`src/rtl/registerfile.sv`:
```
// registerfile: 16 x 32-bit general registers plus the 4-bit ALU status
// register. This is the receiving end of the stage-2 writeback path, and it
// serves three combinational read ports with same-cycle write forwarding.
module registerfile #(
  parameter int          NUM_REGS    = 16,
  parameter logic [31:0] RESET_VALUE = 32'h0
) (
  input  logic        clock,
  input  logic        reset,
  input  logic        write,
  input  logic [3:0]  write_index,
  input  logic [31:0] write_data,
  input  logic        write_immediate,
  input  logic [15:0] write_immediate_data,
  input  logic [1:0]  write_immediate_type,
  input  logic        status_register_write,
  input  logic        alu_carry_in,
  input  logic        alu_zero_in,
  input  logic        alu_neg_in,
  input  logic        alu_over_in,
  input  logic [3:0]  read_reg_left_index,
  input  logic [3:0]  read_reg_right_index,
  input  logic [3:0]  read_reg_data_index,
  output logic [31:0] reg_left_data,
  output logic [31:0] reg_right_data,
  output logic [31:0] reg_data_data,
  output logic        alu_carry,
  output logic        alu_zero,
  output logic        alu_neg,
  output logic        alu_over
);

  // Immediate type encodings shared with the decoder.
  localparam logic [1:0] IT_UNSIGNED   = 2'd0;
  localparam logic [1:0] IT_SIGNED     = 2'd1;
  localparam logic [1:0] IT_TOPHALF    = 2'd2;
  localparam logic [1:0] IT_BOTTOMHALF = 2'd3;

  // Build the 32-bit immediate word. Half merges keep the other half of the
  // destination register as it stands before the clock edge.
  function automatic logic [31:0] imm_merge(
    input logic [1:0]  it,
    input logic [15:0] imm,
    input logic [31:0] old_value
  );
    logic signed [15:0] simm;
    logic [31:0]        result;
    simm   = signed'(imm);
    result = {16'h0, imm};
    case (it)
      IT_UNSIGNED:   result = {16'h0, imm};
      IT_SIGNED:     result = 32'(simm);
      IT_TOPHALF:    result = {imm, old_value[15:0]};
      IT_BOTTOMHALF: result = {old_value[31:16], imm};
      default:       result = {16'h0, imm};
    endcase
    return result;
  endfunction

  // One read port: a pending write to the same index is forwarded so the
  // earlier pipeline stages see the value in the same cycle it is written.
  // A full write beats an immediate write, matching the array update.
  function automatic logic [31:0] read_port(
    input logic [3:0]  idx,
    input logic [31:0] stored,
    input logic        wr_full,
    input logic        wr_imm,
    input logic [3:0]  wr_idx,
    input logic [31:0] wr_full_data,
    input logic [31:0] wr_imm_data
  );
    logic [31:0] result;
    result = stored;
    if (wr_full && idx == wr_idx) begin
      result = wr_full_data;
    end else if (wr_imm && idx == wr_idx) begin
      result = wr_imm_data;
    end
    return result;
  endfunction

  logic [31:0] regs [NUM_REGS];
  logic [31:0] imm32;
  logic [31:0] wr_value;
  logic        wr_en;

  logic carry_q;
  logic zero_q;
  logic neg_q;
  logic over_q;

  assign imm32    = imm_merge(write_immediate_type, write_immediate_data,
                              regs[write_index]);
  assign wr_en    = write | write_immediate;
  assign wr_value = write ? write_data : imm32;

  for (genvar g = 0; g < NUM_REGS; g++) begin : g_reg
    logic [31:0] q;

    // Register g: reset loads RESET_VALUE, otherwise load on an indexed write.
    always_ff @(posedge clock or negedge reset) begin
      if (!reset) begin
        q <= RESET_VALUE;
      end else if (wr_en && write_index == 4'(g)) begin
        q <= wr_value;
      end
    end

    assign regs[g] = q;
  end

  // Status flags latch together on the strobe and otherwise hold.
  always_ff @(posedge clock or negedge reset) begin
    if (!reset) begin
      carry_q <= 1'b0;
      zero_q  <= 1'b0;
      neg_q   <= 1'b0;
      over_q  <= 1'b0;
    end else if (status_register_write) begin
      carry_q <= alu_carry_in;
      zero_q  <= alu_zero_in;
      neg_q   <= alu_neg_in;
      over_q  <= alu_over_in;
    end
  end

  // Flags are not forwarded: new values appear the cycle after the edge.
  assign alu_carry = carry_q;
  assign alu_zero  = zero_q;
  assign alu_neg   = neg_q;
  assign alu_over  = over_q;

  assign reg_left_data  = read_port(read_reg_left_index, regs[read_reg_left_index],
                                    write, write_immediate, write_index,
                                    write_data, imm32);
  assign reg_right_data = read_port(read_reg_right_index, regs[read_reg_right_index],
                                    write, write_immediate, write_index,
                                    write_data, imm32);
  assign reg_data_data  = read_port(read_reg_data_index, regs[read_reg_data_index],
                                    write, write_immediate, write_index,
                                    write_data, imm32);

`ifndef SYNTHESIS
  // Simulation-only notice when both write strobes collide; the full write wins.
  always @(posedge clock) begin
    if (reset && write && write_immediate) begin
      $display("registerfile: warning: write and write_immediate both set for r%0d at %0t, immediate discarded",
               write_index, $time);
    end
  end
`endif

endmodule

```
`config.mk`:
```
export PLATFORM = sky130hd
export DESIGN_NAME = registerfile
export DESIGN_NICKNAME = d
export VERILOG_FILES = /design/src/rtl/registerfile.sv
export SDC_FILE = /design/constraint.sdc
export NUM_CORES = 2
export LEC_CHECK = 0
export BUFFER_PORTS_ARGS = -buffer_cell sky130_fd_sc_hd__buf_2
export CORE_MARGIN = 3
export CORE_UTILIZATION = 42
export DETAILED_ROUTE_END_ITERATION = 16
export GPL_TIMING_DRIVEN = 1
export REMOVE_ABC_BUFFERS = 1
export SLEW_MARGIN = 20
export SYNTH_ARGS = -nofsm -noshare
export SYNTH_HDL_FRONTEND = slang
export SYNTH_SLANG_ARGS = --single-unit
export TNS_END_PERCENT = 20
```
`constraint.sdc`:
```
create_clock -name clock -period 3.85 [get_ports clock]
set_input_delay 0.1925 -clock clock [delete_from_list [all_inputs] [get_ports clock]]
set_output_delay 0.1925 -clock clock [all_outputs]
set_load 0.005 [all_outputs]
```
# Word level (Yosys, flattened, before mapping)
# Cells that the tools add are included.
# totals
reg_bits	516
input_bits	75
output_inout_bits	100
# op_classes
magnitude_cmp	4
eq_ne	21
n_mux	20
bitwise_logic	5
n_reduce_logical	24
# op_table
cell	count
binary-select mux 32 bit (select 4 bit)	4
two-way mux 32 bit	15
one-hot mux 32 bit (4 select lines)	1
== test 4 bit (second input constant)	8
logical AND 1 bit	22
greater-or-equal comparator 5 bit (second input constant)	4
inverter 4 -> 5 bit	4
== test 4 x 3 -> 1 bit (second input constant)	4
== test 4 bit	3
== test 4 x 2 -> 1 bit (second input constant)	2
== test 2 bit (second input constant)	2
== test 4 x 1 -> 1 bit (second input constant)	1
zero test 4 bit	1
== test 2 x 1 -> 1 bit (second input constant)	1
zero test 2 bit	1
OR 1 bit	1

# Depth between registers and ports, before layout
# depth
depth_word	7
mapped_depth	11

# Least setup slack after synthesis
# OpenSTA, ideal clock, no wires.
# synth_path
kind	input port to flip-flop
start	input write_index[1]
end	register g_reg[2].q[12]
setup_time_ps	125
t_arrival_ps	2440
required_time_ps	3725
setup_slack_ps	1285
path_stages	9
path_cell_list	buf_2 -> buf_2 -> clkbuf_1 -> mux2i_1 -> o221ai_1 -> o32a_1 -> mux2_2 -> buf_2 -> mux2_2
# synth_via
elab_chain_cells	6
word_cells_on_any_way	8
classes_between	eq/ne: 1; mux: 5; bitwise: 1; reduce/logical: 1
# synth_rtl
item	line_no	source
from (decl)	11	input logic [3:0] write_index,
inverter 4 -> 5 bit (not written as such)	93	regs[write_index]);
binary-select mux 32 bit (select 4 bit)	93	
two-way mux 32 bit (not written as such) (2 in a row)	93	
one-hot mux 32 bit (4 select lines)	50	case (it)
two-way mux 32 bit	95	assign wr_value = write ? write_data : imm32;
to (signal assigned)	105	q <= wr_value;
to (decl)	98	logic [31:0] q;
# Parallel ways exist; a longest one is shown, timed or not. The select of a mux whose other input is x is not followed.
# A chain may end at the register's enable or synchronous reset.

# Worst setup path after layout
# layout_path
start	input write_index[3]
end	output reg_left_data[23]
# layout_via
elab_chain_cells	7
word_cells_on_any_way	10
classes_between	eq/ne: 1; mux: 6; bitwise: 1; reduce/logical: 2
# layout_rtl
item	line_no	source
inverter 4 -> 5 bit (not written as such)	93	
binary-select mux 32 bit (select 4 bit)	93	
two-way mux 32 bit (not written as such) (2 in a row)	93	
one-hot mux 32 bit (4 select lines)	50	
two-way mux 32 bit	76	end else if (wr_imm && idx == wr_idx) begin
two-way mux 32 bit (*)	74	if (wr_full && idx == wr_idx) begin
to (decl)	24	output logic [31:0] reg_left_data,
# Every way passes the cells marked *; elsewhere a longest branch is shown, timed or not. The select of a mux whose other input is x is not followed.

==> reports/metrics.cfg <==
[synthesis]
post-synth-top-area-cell=dfrtp_1
async_flop_share_pct=100
avgSynthCellArea_um2=12.4
synth_edf_count=0
synth.distinct_cells=43
synthesis.area_mm2=0.0363
ys_seq_area_share_pct=35.6
yosysWarningCount=0
syn_inst=2930
yosys-top-cells-area=dfrtp_1 (36%), mux4_2 (29%), mux2_2 (8.3%)
synth_ff_type=dfrtp_1
synth.ff_latch_count=516
synth_top_area_share_pct=35.6

[route]
dr.pass1.iters=6
vias=30000
viasPerCell=7.19
ant_nets=0
dr.first_iter.drc_count=3266
wl_per_cell_um=34.8
drcViolationCount=0
wl_mm=146

[placed_design]
hpwlAfterDp_mm=92.3
port_buffers=174
placed_area_mm2=0.0388
gp_congestion=0.941

[worst_setup_path]
cp_cell_sequence=buf_2 -> xor2_1 -> nor4_1 -> and2_2 -> buf_4 -> a21oi_1 -> a221o_1 -> buf_2
reg2reg_slack_ps=1480
worst_path_max_delay_cell=nor4_1
ff2ff_path_depth=5
worst_path_largest_cell_delay_ps=800
cp_max_fo=27
crit_arrival_ps=3120
crit_type=primary input to primary output
worstSetupStartpoint=write_index[3]
crit_top_cell=buf_2
crit_required_ps=3660
r2r-end=g_reg[12].q[14]
r2r-start=g_reg[4].q[14]
start_kind=primary input
crit_path_end_kind=primary output

[global_route]
track_usage_pct=32.2
grt_pass1_wl_mm=213
grt_pass1_vias=30600
overflow=0
antenna_found_initial=3
grt_max_degree=95

[timing]
max_freq_mhz=302
relSlewSlack_pct=35.0
layout_min_cycle_time_ps=3310
rsz0062_at_grt=false
fin_crit_sh_pct=86.0
fin_tns_setup_ps=0
setup_viol=0
hold_viol_final=0
hold-worst-slack_ps=87.0
drv_slew=0
tightest_slew_ps=973
finClkSkew_ps=17.3

[cts]
cts_setup_buffers=0
cts_buffers=66
cts_tree=built
root_buffer=clkbuf_16
clkTransAtPathRegs_ps=50
cts_buffer_depth=3
htree_levels=3
cts_num_sinks=516
clk_latency_ps=610

[final_layout]
regArea_mm2=0.0129
fin_area_mm2=0.0410
multi_input_area_mm2=0.0220
area_delta_synth_final_pct=13.1
final_nets=3059
layout-drive-gt1-share_pct=40.0
nFillCells=7609

[floorplan]
dieArea_mm2=0.0900
core_area_mm2=0.0854
initial_utilization_pct=42.5
fp.dieW_um=300
rows=107
die_h_um=300
io_pins=175

[worst_hold_path]
min_to=g_reg[2].q[3]
hp-class=primary input to flop
holdCritStartpoint=write_data[3]
whs_path_depth=4

[power]
leakage_uw=0.0167
cellPowerDensity_mw_per_mm2=526
ir_worst_vdd_uv=318

[outcome]
status=complete, no violations

[flow_run]
cap_violations=0

==> placed cells by master (no fill, tap or decap), types with 19 or more instances in the layout <==
cell | Yosys | routed
clkbuf_1 | 220 | 19
a21oi_1 | 76 | 75
nor2_1 | 25 | 20
clkbuf_16 | 0 | 71
nand2_1 | 343 | 327
buf_2 | 76 | 165
nor2b_1 | 32 | 21
o221ai_1 | 28 | 28
nand4_1 | 30 | 30
and2_1 | 29 | 23
mux4_2 | 474 | 474
dfrtp_1 | 516 | 516
a221o_1 | 68 | 68
a22oi_1 | 192 | 192
buf_12 | 0 | 32
buf_4 | 5 | 107
mux2i_1 | 100 | 100
o21ai_0 | 275 | 275
mux2_2 | 266 | 266
==> final cells by class <==
| cell class | count | area share, % |
|---|---|---|
| Multi-Input combinational cell | 2066 | 53.6 |
| Sequential cell | 516 | 31.5 |
| Timing Repair Buffer | 321 | 6.01 |
| Clock buffer | 103 | 4.94 |
| Tap cell | 1144 | 3.49 |
| Clock inverter | 12 | 0.338 |
| Inverter | 13 | 0.119 |
| Antenna cell | 1 | 0.00610 |
==> cell usage after synthesis, drive strengths merged (2+ instances only) <==
cell type and count:
dfrtp 516, mux4 474, nand2 343, o21ai 284, mux2 269, clkbuf 220
a22oi 192, buf 115, mux2i 100, a21oi 76, a221o 68, and2 32
nor2b 32, nand4 30, o221ai 28, nor2 25, a22o 16, a41o 16
and3 16, inv 12, xor2 12, nand3b 11, o221a 9, o32a 9
o32ai 6, nand3 5, nor4 3, nor3b 2, or2 2
==> how the worst max path moves through the flow <==
stage / end / cells past startpoint
final: reg_left_data[23] / 8
after floorplan: g_reg[4].q[12] / 5
after detailed placement: reg_left_data[30] / 8
after CTS: reg_left_data[30] / 8
after global routing: reg_left_data[14] / 8
after global placement: reg_left_data[29] / 7
==> power breakdown <==
part,total [µW],switching [µW],internal [µW]
clock,6290,2490,3800
sequential,8430,1660,6770
combinational,6890,2980,3910
==> metrics by stage <==
stage / util [%] / setup WS, ps / total power, µW / instances
CTS: 48.0 / 765 / 21500 / 4175
global placement: 45.4 / 828 / 14900 / 4051
floorplan: - / 960 / 12600 / 2595
finish: 48.1 / 539 / 21600 / 4176
detailed placement: 45.4 / 758 / 15200 / 4051
global route: 48.0 / 570 / 22500 / 4175
==> registers in the layout, indices dropped and copies added, names as in the netlist <==
| name | count |
|---|---|
| alu_over | 1 |
| alu_neg | 1 |
| g.q | 512 |
| alu_zero | 1 |
| alu_carry | 1 |
==> kinds of logic (layout without fill, tap and decap cells) <==
kind of cell | count (synthesis) | in the layout | share of synthesized area, %
flip-flops | 516 | 516 | 35.6
multiplexers | 843 | 843 | 40.6
AND/OR/NAND/NOR | 503 | 503 | 6.17
buffers and inverters | 348 | 449 | 4.20
AO/OA/AOI/OAI | 708 | 708 | 13.2
other | 0 | 1 | 0
XOR/XNOR | 12 | 12 | 0.290
==> worst max-delay path, delay by kind of cell <==
family / cells / cell delay (ps)
buffers and inverters: 3 / 1270
and+or+nand+nor: 2 / 1090
AOI/OAI and AO/OA: 2 / 390
xor gates and xnor gates: 1 / 150
==> repair_timing <==
item | in CTS | in global routing
resized for setup | 0 | 0
endpoints found under the hold margin | 83 | 0
hold buffers | 9 | 0
==> per-layer routing <==
layer,global-route usage (%),part of all wire (%),vias up
li1,-,-,11800
met1,41.2,36,15300
met2,48.8,45,2326
met3,9.30,12,615
met4,19.1,7.2,4
met5,0.758,0.071,-
No activity file was read; power rests on OpenSTA's default activity.
